`src/rtl/tx_send_scheduler_pkg.sv`:
```
// Shared types and defaults for the Tx send scheduler: FSM state encoding,
// default timing constants and the burst-length helper.
package tx_sched_pkg;

    typedef enum logic [2:0] {
        ST_IDLE,
        ST_ARM,
        ST_WAIT_BUSY,
        ST_SENDING,
        ST_GAP
    } sched_state_e;

    localparam int unsigned DEF_DEBOUNCE_CYCLES = 1000000;
    localparam int unsigned DEF_GAP_CYCLES      = 50000;
    localparam int unsigned DEF_START_TIMEOUT   = 1024;
    localparam int unsigned DEF_AUTO_PERIOD     = 50000000;
    localparam int unsigned DEF_BURST_W         = 4;

    // A burst length of zero still sends one frame.
    function automatic logic [31:0] max_one(input logic [31:0] burst);
        return (burst == 32'd0) ? 32'd1 : burst;
    endfunction

endpackage

```
`src/rtl/tx_send_scheduler_if.sv`:
```
// Start/busy handshake between the send scheduler (master) and tx_transmitter (slave).
interface tx_send_scheduler_if;
    logic tx_start;
    logic tx_busy;

    modport master (output tx_start, input tx_busy);
    modport slave  (input tx_start, output tx_busy);
endinterface

```
`src/rtl/tx_send_scheduler_debouncer.sv`:
```
// Key debouncer: 2-flop synchronizer plus run-length counter; emits a one-cycle
// press_evt on each accepted release->press transition. Reusable for other keys.
module tx_key_debouncer
    import tx_sched_pkg::*;
#(
    parameter int unsigned DEBOUNCE_CYCLES = DEF_DEBOUNCE_CYCLES
) (
    input  logic clk,
    input  logic rst_n,
    input  logic key_n,
    output logic press_evt
);

    localparam int unsigned CNT_W = $clog2(DEBOUNCE_CYCLES + 1);

    logic [1:0]       sync_q;
    logic             level_q, level_d;
    logic             press_q, press_d;
    logic [CNT_W-1:0] cnt_q, cnt_d;

    // Counter only runs while the synchronized key disagrees with the accepted level.
    always_comb begin
        cnt_d   = '0;
        level_d = level_q;
        press_d = 1'b0;
        if (sync_q[1] != level_q) begin
            if (cnt_q == CNT_W'(DEBOUNCE_CYCLES - 1)) begin
                level_d = sync_q[1];
                press_d = ~sync_q[1];
            end else begin
                cnt_d = cnt_q + CNT_W'(1);
            end
        end
    end

    always_ff @(posedge clk or negedge rst_n) begin
        if (!rst_n) begin
            sync_q  <= 2'b11;
            level_q <= 1'b1;
            press_q <= 1'b0;
            cnt_q   <= '0;
        end else begin
            sync_q  <= {sync_q[0], key_n};
            level_q <= level_d;
            press_q <= press_d;
            cnt_q   <= cnt_d;
        end
    end

    assign press_evt = press_q;

endmodule

```
`src/rtl/tx_send_scheduler.sv`:
```
// Tx send scheduler: debounced Send key -> burst of tx_start pulses with busy
// tracking, inter-frame gap, one-deep press queue, start timeout and frame count.
// Optional auto-repeat in IDLE is enabled by defining TX_SCHED_AUTO_EN.
module tx_send_scheduler
    import tx_sched_pkg::*;
#(
    parameter int unsigned DEBOUNCE_CYCLES = DEF_DEBOUNCE_CYCLES,
    parameter int unsigned GAP_CYCLES      = DEF_GAP_CYCLES,
    parameter int unsigned START_TIMEOUT   = DEF_START_TIMEOUT,
    parameter int unsigned BURST_W         = DEF_BURST_W
`ifdef TX_SCHED_AUTO_EN
    ,
    parameter int unsigned AUTO_PERIOD     = DEF_AUTO_PERIOD
`endif
) (
    input  logic               clk,
    input  logic               rst_n,
    input  logic               key_n,
    input  logic [BURST_W-1:0] burst_len,
    input  logic               err_clr,
`ifdef TX_SCHED_AUTO_EN
    input  logic               auto_en,
`endif
    tx_send_scheduler_if.master txif,
    output logic               sched_busy,
    output logic [7:0]         frame_cnt,
    output logic               err_timeout
);

    localparam int unsigned TMO_W = $clog2(START_TIMEOUT + 1);
    localparam int unsigned GAP_W = $clog2(GAP_CYCLES + 1);

    sched_state_e     state_q, state_d;
    logic [BURST_W-1:0] remaining_q, remaining_d;
    logic             pending_q, pending_d;
    logic [TMO_W-1:0] tmo_q, tmo_d;
    logic [GAP_W-1:0] gap_q, gap_d;
    logic [7:0]       frame_q, frame_d;
    logic             err_q, err_d;
    logic             tx_start_q, tx_start_d;
    logic             press_evt;
    logic             press_any;
    logic [BURST_W-1:0] reload;

    tx_key_debouncer #(
        .DEBOUNCE_CYCLES(DEBOUNCE_CYCLES)
    ) u_deb (
        .clk      (clk),
        .rst_n    (rst_n),
        .key_n    (key_n),
        .press_evt(press_evt)
    );

`ifdef TX_SCHED_AUTO_EN
    localparam int unsigned AUTO_W = $clog2(AUTO_PERIOD + 1);

    logic [AUTO_W-1:0] auto_cnt_q, auto_cnt_d;
    logic              auto_evt;

    // Period counter only runs while idle and enabled; anything else restarts it.
    always_comb begin
        auto_cnt_d = '0;
        auto_evt   = 1'b0;
        if (auto_en && state_q == ST_IDLE) begin
            if (auto_cnt_q == AUTO_W'(AUTO_PERIOD - 1)) begin
                auto_evt = 1'b1;
            end else begin
                auto_cnt_d = auto_cnt_q + AUTO_W'(1);
            end
        end
    end

    always_ff @(posedge clk or negedge rst_n) begin
        if (!rst_n) begin
            auto_cnt_q <= '0;
        end else begin
            auto_cnt_q <= auto_cnt_d;
        end
    end

    assign press_any = press_evt | auto_evt;
`else
    assign press_any = press_evt;
`endif

    assign reload = BURST_W'(max_one(32'(burst_len)));

    always_comb begin
        state_d     = state_q;
        remaining_d = remaining_q;
        pending_d   = pending_q;
        tmo_d       = tmo_q;
        gap_d       = gap_q;
        frame_d     = frame_q;
        err_d       = err_q & ~err_clr;

        if (press_any && state_q != ST_IDLE) begin
            pending_d = 1'b1;
        end

        unique case (state_q)
            ST_IDLE: begin
                if (press_any && !txif.tx_busy) begin
                    remaining_d = reload;
                    state_d     = ST_ARM;
                end
            end
            ST_ARM: begin
                // tmo counts cycles elapsed since tx_start, the ARM cycle being cycle 0
                tmo_d   = TMO_W'(1);
                state_d = ST_WAIT_BUSY;
            end
            ST_WAIT_BUSY: begin
                if (txif.tx_busy) begin
                    state_d = ST_SENDING;
                end else if (tmo_q >= TMO_W'(START_TIMEOUT - 1)) begin
                    err_d       = 1'b1;
                    remaining_d = '0;
                    pending_d   = 1'b0;
                    state_d     = ST_IDLE;
                end else begin
                    tmo_d = tmo_q + TMO_W'(1);
                end
            end
            ST_SENDING: begin
                if (!txif.tx_busy) begin
                    frame_d     = frame_q + 8'd1;
                    remaining_d = remaining_q - BURST_W'(1);
                    gap_d       = '0;
                    state_d     = ST_GAP;
                end
            end
            ST_GAP: begin
                if (gap_q == GAP_W'(GAP_CYCLES)) begin
                    if (remaining_q != '0) begin
                        state_d = ST_ARM;
                    end else if (pending_q || press_any) begin
                        // a press landing on the final gap cycle is served, not stranded
                        pending_d   = 1'b0;
                        remaining_d = reload;
                        state_d     = ST_ARM;
                    end else begin
                        state_d = ST_IDLE;
                    end
                end else begin
                    gap_d = gap_q + GAP_W'(1);
                end
            end
            default: state_d = ST_IDLE;
        endcase

        tx_start_d = (state_d == ST_ARM);
    end

    always_ff @(posedge clk or negedge rst_n) begin
        if (!rst_n) begin
            state_q     <= ST_IDLE;
            remaining_q <= '0;
            pending_q   <= 1'b0;
            tmo_q       <= '0;
            gap_q       <= '0;
            frame_q     <= 8'd0;
            err_q       <= 1'b0;
            tx_start_q  <= 1'b0;
        end else begin
            state_q     <= state_d;
            remaining_q <= remaining_d;
            pending_q   <= pending_d;
            tmo_q       <= tmo_d;
            gap_q       <= gap_d;
            frame_q     <= frame_d;
            err_q       <= err_d;
            tx_start_q  <= tx_start_d;
        end
    end

    assign txif.tx_start = tx_start_q;
    assign sched_busy    = (state_q != ST_IDLE);
    assign frame_cnt     = frame_q;
    assign err_timeout   = err_q;

endmodule

```
`src/flat_wrapper.sv`:
```
// flat-port wrapper written by rule: the top's interface ports become plain ports
module tx_send_scheduler_flat import tx_sched_pkg::*;
#(
    parameter int unsigned DEBOUNCE_CYCLES = DEF_DEBOUNCE_CYCLES,
    parameter int unsigned GAP_CYCLES      = DEF_GAP_CYCLES,
    parameter int unsigned START_TIMEOUT   = DEF_START_TIMEOUT,
    parameter int unsigned BURST_W         = DEF_BURST_W

)
  (clk, rst_n, key_n, burst_len, err_clr, sched_busy, frame_cnt, err_timeout, txif_tx_start, txif_tx_busy);
  tx_send_scheduler_if txif_i ();
  input  logic clk;
  input  logic rst_n;
  input  logic key_n;
  input  logic [BURST_W-1:0] burst_len;
  input  logic err_clr;
  output logic sched_busy;
  output logic [7:0] frame_cnt;
  output logic err_timeout;
  output wire logic [$bits(txif_i.tx_start)-1:0] txif_tx_start;
  input wire logic [$bits(txif_i.tx_busy)-1:0] txif_tx_busy;
  assign txif_tx_start = txif_i.tx_start;
  assign txif_i.tx_busy = txif_tx_busy;
  tx_send_scheduler #(.DEBOUNCE_CYCLES(DEBOUNCE_CYCLES), .GAP_CYCLES(GAP_CYCLES), .START_TIMEOUT(START_TIMEOUT), .BURST_W(BURST_W)) u_core (.clk(clk), .rst_n(rst_n), .key_n(key_n), .burst_len(burst_len), .err_clr(err_clr), .txif(txif_i), .sched_busy(sched_busy), .frame_cnt(frame_cnt), .err_timeout(err_timeout));
endmodule
```
`config.mk`:
```
export PLATFORM = sky130hd
export DESIGN_NAME = tx_send_scheduler_flat
export DESIGN_NICKNAME = d
export VERILOG_FILES = /design/src/rtl/tx_send_scheduler_pkg.sv /design/src/rtl/tx_send_scheduler_if.sv /design/src/rtl/tx_send_scheduler_debouncer.sv /design/src/rtl/tx_send_scheduler.sv /design/src/flat_wrapper.sv
export SDC_FILE = /design/constraint.sdc
export NUM_CORES = 1
export LEC_CHECK = 0
export ABC_AREA = 1
export CAP_MARGIN = 20
export CORE_MARGIN = 5
export CORE_UTILIZATION = 30
export CTS_BUF_LIST = sky130_fd_sc_hd__clkbuf_4
export DETAILED_ROUTE_END_ITERATION = 12
export PLACE_DENSITY_LB_ADDON = 0.15
export SYNTH_ARGS = -nofsm -noshare
export SYNTH_HDL_FRONTEND = slang
export SYNTH_HIERARCHICAL = 1
export SYNTH_SLANG_ARGS = --single-unit
```
`constraint.sdc`:
```
create_clock -name clk -period 2.95 [get_ports clk]
set_input_delay 0.59 -clock clk [delete_from_list [all_inputs] [get_ports clk]]
set_output_delay 0.59 -clock clk [all_outputs]
set_load 0.02 [all_outputs]
```
# After elaboration in Yosys (flattened, before gate mapping)
# Index checks and enable logic that the tools add are counted.
word_totals:
  register_bits: 69
  output_inout_bits: 11
  wordCells: 92
  in_bits: 9
op_classes:
  muxes: 37
  order_cmp: 1
  reduce_logical: 16
  n_addsub: 5
  bitwise_logic: 4
  eq_ne: 17
ops:
  columns: ["cell", "n"]
  rows:
  - ["2-to-1 mux 20 bit", 2]
  - ["2-to-1 mux 16 bit", 2]
  - ["2-to-1 mux 4 bit", 8]
  - ["case mux 16 bit (2 select lines)", 1]
  - ["2-to-1 mux 11 bit", 2]
  - ["case mux 11 bit (2 select lines)", 1]
  - ["adder 20 x 1 -> 20 bit, second input constant", 1]
  - ["equality test 20 bit, second input constant", 1]
  - ["2-to-1 mux 3 bit", 6]
  - ["adder 16 x 1 -> 16 bit, second input constant", 1]
  - ["equality test 16 bit, second input constant", 1]
  - ["case mux 4 bit (4 select lines)", 1]
  - ["case mux 3 bit (5 select lines)", 1]
  - ["2-to-1 mux 1 bit", 12]
  - ["adder 11 x 1 -> 11 bit, second input constant", 1]
  - ["greater-or-equal comparator 11 x 10 -> 1 bit, second input constant", 1]
  - ["inequality test 2 bit, second input constant", 5]
  - ["adder 8 x 1 -> 8 bit, second input constant", 1]
  - ["inequality test 2 x 1 -> 1 bit, second input constant", 4]
  - ["AND reduction 8 bit", 1]
  - ["nonzero test 4 bit", 2]
  - ["equality test 3 x 1 -> 1 bit, second input constant", 2]
  - ["equality test 3 x 2 -> 1 bit, second input constant", 2]
  - ["AND reduction 3 bit", 2]
  - ["14 further kinds", 19]

# Longest topological paths before layout
logic_depth:
  depth_word: 7
  depth_mapped: 11

# Cells and area by module
# Netlist, hierarchy kept.
modules_own_cells:
  columns: ["mod", "cells_each", "instances", "area_per_inst_um2"]
  rows:
  - ["tx_send_scheduler", 362, 1, 2745.1]
  - ["tx_key_debouncer", 164, 1, 1353.8]

# Worst setup path after synthesis
# Ideal clock, no wire load.
synth_path:
  path_type: "register to register"
  start: "register u_core.gap_q[0]"
  end: "register u_core.remaining_q[0]"
  setup_time_ns: 0.117
  path_buffers: 0
  required_ns: 2.833
  period_less_slack_ns: 1.460
  t_arrival_ns: 1.343
  path_stages_with_launch: 12
  slack_ns: 1.490
  cell_sequence: "dfrtp_1 > inv_1 > ha_1 > nand2_1 > inv_1 > nand2_1 > nor2_1 > nand3_1 > nand2_1 > nand3_1 > nand2_1 > nand2_1"
synth_between:
  elab_chain_len: 3
synth_rtl:
  columns: ["element", "line_no", "text"]
  rows:
  - ["start: declaration", "tx_send_scheduler.sv:37", "logic [GAP_W-1:0] gap_q, gap_d;"]
  - ["start signal: assignment", "tx_send_scheduler.sv:170", "gap_q <= gap_d;"]
  - ["equality test 16 bit", "tx_send_scheduler.sv:134", "if (gap_q == GAP_W'(GAP_CYCLES)) begin"]
  - ["inequality test 2 x 1 -> 1 bit (no source line)", null, null]
  - ["AND reduction 8 bit (no source line)", null, null]
  - ["end signal: assignment", "tx_send_scheduler.sv:167", "remaining_q <= remaining_d;"]
  - ["end: declaration", "tx_send_scheduler.sv:34", "logic [BURST_W-1:0] remaining_q, remaining_d;"]
# No other way between the ends.
# A chain may end at the register's enable or synchronous reset.

# Worst setup path after layout
layout_path:
  start: "register u_core.state_q[1]"
  end: "output port sched_busy"
layout_between:
  elab_chain_len: 1
layout_rtl:
  columns: ["element", "line_no", "text"]
  rows:
  - ["start: declaration", "tx_send_scheduler.sv:33", "sched_state_e state_q, state_d;"]
  - ["start signal: assignment", "tx_send_scheduler.sv:166", "state_q <= state_d;"]
  - ["nonzero test 3 bit", "tx_send_scheduler.sv:178", "assign sched_busy = (state_q != ST_IDLE);"]
  - ["end: declaration", "flat_wrapper.sv:17", "output logic sched_busy;"]
# No other way between the ends.

==> results by group <==
Synthesis
  – Simple logic cell fraction of the synthesized area: 37.82%
  – Synth warn: 6
  – Area fraction in compound gates after synthesis: 6.136%
  – Synth Instances: 526
  – Avg Inst Size Synth: 7.793 sq um
  – Xor/xnor share of the synthesized area: 5.739%
  – Largest family of logic cells by synthesized area: simple AND/OR/NAND/NOR gates
  – Syn_nets: 541
  – Synth Cell Area: 4099 sq um
  – Synth Area in Adders: 1.832%
  – Synth Register Bits: 69
  – Sequential area share after synthesis: 42.22%
  – Post-synthesis mux area share: 0.2747%
  – Distinct cell type count of the synthesized netlist: 36

CTS
  – CTS Buffer Depth: 2
  – Clk slew on worst S/H paths: 0.12 ns
  – Number of CTS-inserted buffers: 9
  – Clk_lat worst skew: 0.44 ns
  – H-tree Lvls: 3
  – CTS sink count: 69
  – PostCTS Resize Cnt: 0
  – Post-CTS Setup Inserts: 0
  – CTS tree: built
  – CTS Hold Bufs: 0
  – Root Driver: clkbuf_4

Global routing
  – Total congestion overflow: 0
  – Met3 usage: 4.119%
  – GR Layer Usage met2: 19.68%
  – Largest net degree at the start of global routing: 70
  – GRT Total Usage: 12.17%
  – Vias in the first global route: 3309
  – Initial antenna violation count: 0
  – GR peak layer: met2
  – First-pass GRT wire length: 15950 um
  – Met1 Use GR: 15.53%

Timing
  – Maximum clock rate: 0.4090 GHz
  – Hold Fails Final Rpt: 0
  – Period utilization: 82.89%
  – Minimum clock period: 2.445 ns
  – RSZ-0062 raised after global routing: no
  – Setup_tns: 0 ns
  – Slew headroom: 40.40%
  – Min Hold Slack: 0.2466 ns
  – Slew Limit Fails: 0
  – Final setup vio count: 0
  – Clock skew: 0.01674 ns
  – Worst-Margin Slew: 0.8939 ns

Layout
  – N_diodes: 0
  – Layout cells sized above 1: 14.72%
  – Commonest non-fill, non-tap cell in the layout: nand2_1
  – Fillers: 1382
  – P&R area growth vs syn: 14.29%
  – Most frequent cells in the layout: nand2_1 (128), nor2_1 (77), dfrtp_1 (66), inv_1 (48), nand3_1 (41)
  – Fin nets: 567
  – Fin cells: 733

Power and ir drop
  – Peak supply drop: 0.0003256 V
  – LEAKAGE: 0.002072 uW
  – Pwr per Cell Area: 678.6 nW/um^2
  – Overall Power: 3179 uW

Setup path
  – Buffers plus inverters on the worst setup path: 3
  – Slowest stage cell, crit path: clkdlybuf4s50_1
  – Critical Setup Path Class: flip-flop to primary output
  – Top delay family on crit path: buffers and inverters
  – Critical Path Start Type: flip-flop
  – Worst Setup End Kind: primary output
  – Arr. time, crit path: 1.86 ns
  – Crit-path cells: inv_2 -> nand2_2 -> nor2_1 -> inv_1 -> clkdlybuf4s50_1
  – Worst path max stage delay: 0.62 ns
  – Maximum fanout along the worst path: 3
  – Worst EP required: 2.36 ns

Die
  – Chip Height: 126.9 um
  – Die Area: 16100 sq um
  – Floorplan row count: 42
  – Die width: 126.9 um
  – Core area: 13300 sq um
  – Initial core utilization: 30.83%
  – IO Pins: 20

Drt
  – Drt first pass iters: 4
  – Routed WL: 9190 um
  – Antenna-violating nets left: 0
  – First DRT Iteration DRCs: 127
  – Number of vias per cell: 4.547
  – Routed len/inst: 12.54 um
  – Vias post-DR: 3333
  – DRC: 0

Status
  – Status: finished clean

Placement
  – Dpl hpwl: 6720 um
  – Dpl cells: 717
  – Final GP Congestion: 0.8133
  – PortBufs: 19

Worst hold path
  – Worst min path class: input pin to asynchronous set/reset pin

Job
  – Max-cap violation count: 0
-- cells in the mapped netlist --
cell | n | area (sq um)
a21o_1 | 1 | 7.510
o21bai_1 | 3 | 22.52
nor2_4 | 5 | 56.30
o21ai_2 | 2 | 17.52
nor3_4 | 1 | 16.27
nand2_2 | 12 | 75.07
nand4_1 | 13 | 81.33
ha_1 | 6 | 75.07
nor3b_2 | 2 | 25.02
inv_4 | 1 | 6.260
a21oi_1 | 6 | 30.03
xor2_2 | 1 | 16.27
o21ai_1 | 20 | 100.1
buf_2 | 2 | 10.01
nor2_1 | 77 | 289.0
mux2_2 | 1 | 11.26
nand3_2 | 5 | 50.05
o22ai_1 | 1 | 6.260
dfrtp_1 | 66 | 1652
nor2_2 | 12 | 75.07
o21ai_0 | 12 | 60.06
dfstp_2 | 3 | 78.83
xnor2_1 | 5 | 43.79
nor3_1 | 8 | 40.04
nand2_4 | 5 | 56.30
xor2_1 | 20 | 175.2
or2_2 | 5 | 31.28
nand4_4 | 1 | 21.27
nand2_1 | 128 | 480.5
nand3_1 | 41 | 205.2
o31ai_1 | 1 | 7.510
nand3b_1 | 1 | 7.510
inv_2 | 7 | 26.28
buf_6 | 2 | 22.52
inv_1 | 48 | 180.2
nor2_8 | 2 | 40.04
-- layer usage --
layer,wire (um),share of wire (%),vias up
li1,-,-,1734
met1,4496,49,1556
met2,4301,47,36
met3,336,3.7,7
met4,55,0.60,0
met5,0,0,-
-- flip-flops by register name, indices dropped and copies added (netlist names) --
name and count:
u_core/u_deb/level_q 1, u_core/u_deb/sync_q 2, u_core/u_deb/press_evt 1, u_core/u_deb/cnt_q 20, u_core/err_timeout 1, u_core/tmo_q 11
u_core/state_q 3, u_core/txif.tx_start 1, u_core/pending_q 1, u_core/remaining_q 4, u_core/gap_q 16, u_core/frame_cnt 8
-- stage by stage --
stage	instance area, sq um	utilization [%]	setup slack, ns
after floorplan	4099	-	1.490
after global placement	4474	33.65	0.8783
after detailed placement	4474	33.65	0.8438
after CTS	4684	35.23	0.4530
after global routing	4684	35.23	0.3855
final	4684	35.23	0.5049
-- cell type report --
| cell class | count | area (sq um) | area share [%] |
|---|---|---|---|
| timing repair buffer | 19 | 187.7 | 4.006 |
| inverter | 56 | 212.7 | 4.541 |
| sequential | 69 | 1730 | 36.94 |
| tap | 176 | 220.2 | 4.701 |
| multi-input combinational | 397 | 2123 | 45.33 |
| clock buffer | 10 | 75.07 | 1.603 |
| clock inverter | 6 | 135.1 | 2.885 |
-- power breakdown --
part / internal [uW] / leakage [uW] / switching (uW) / total (uW)
logic: 350 / 0.00104 / 665 / 1020
clock network: 523 / 0.000103 / 366 / 889
registers: 1100 / 0.000929 / 176 / 1270
-- logic make-up (layout without fill, tap and decap cells) --
group / count (synthesis) / in the layout
multiplexers: 1 / 1
buffers and inverters: 60 / 91
adder cells (fa/ha/maj): 6 / 6
flip-flops: 69 / 69
AND/OR/NAND/NOR: 318 / 318
XOR/XNOR: 26 / 26
AO/OA/AOI/OAI: 46 / 46
-- worst reg2reg max path, delay by kind of cell (launching register included) --
kind	cells	cell delay, ns
flip-flops	1	0.44
buffers and inverters	3	0.34
AND/OR/NAND/NOR	5	0.63
adder cells (fa/ha/maj)	1	0.16
AO/OA/AOI/OAI	1	0.19
-- final timing paths --
check,cells after the start,endpoint,start,slack (ns)
max,5,sched_busy,u_core/state_q[1],0.50
min,1,u_core/tmo_q[8],rst_n,0.25
max reg2reg,10,u_core/gap_q[5],u_core/gap_q[0],1.11
min reg2reg,0,u_core/u_deb/sync_q[1],u_core/u_deb/sync_q[0],0.37
max in group asynchronous,1,u_core/u_deb/cnt_q[6],rst_n,2.09
min in group clk,0,u_core/u_deb/sync_q[1],u_core/u_deb/sync_q[0],0.37
(Power assumes the default switching activity.)
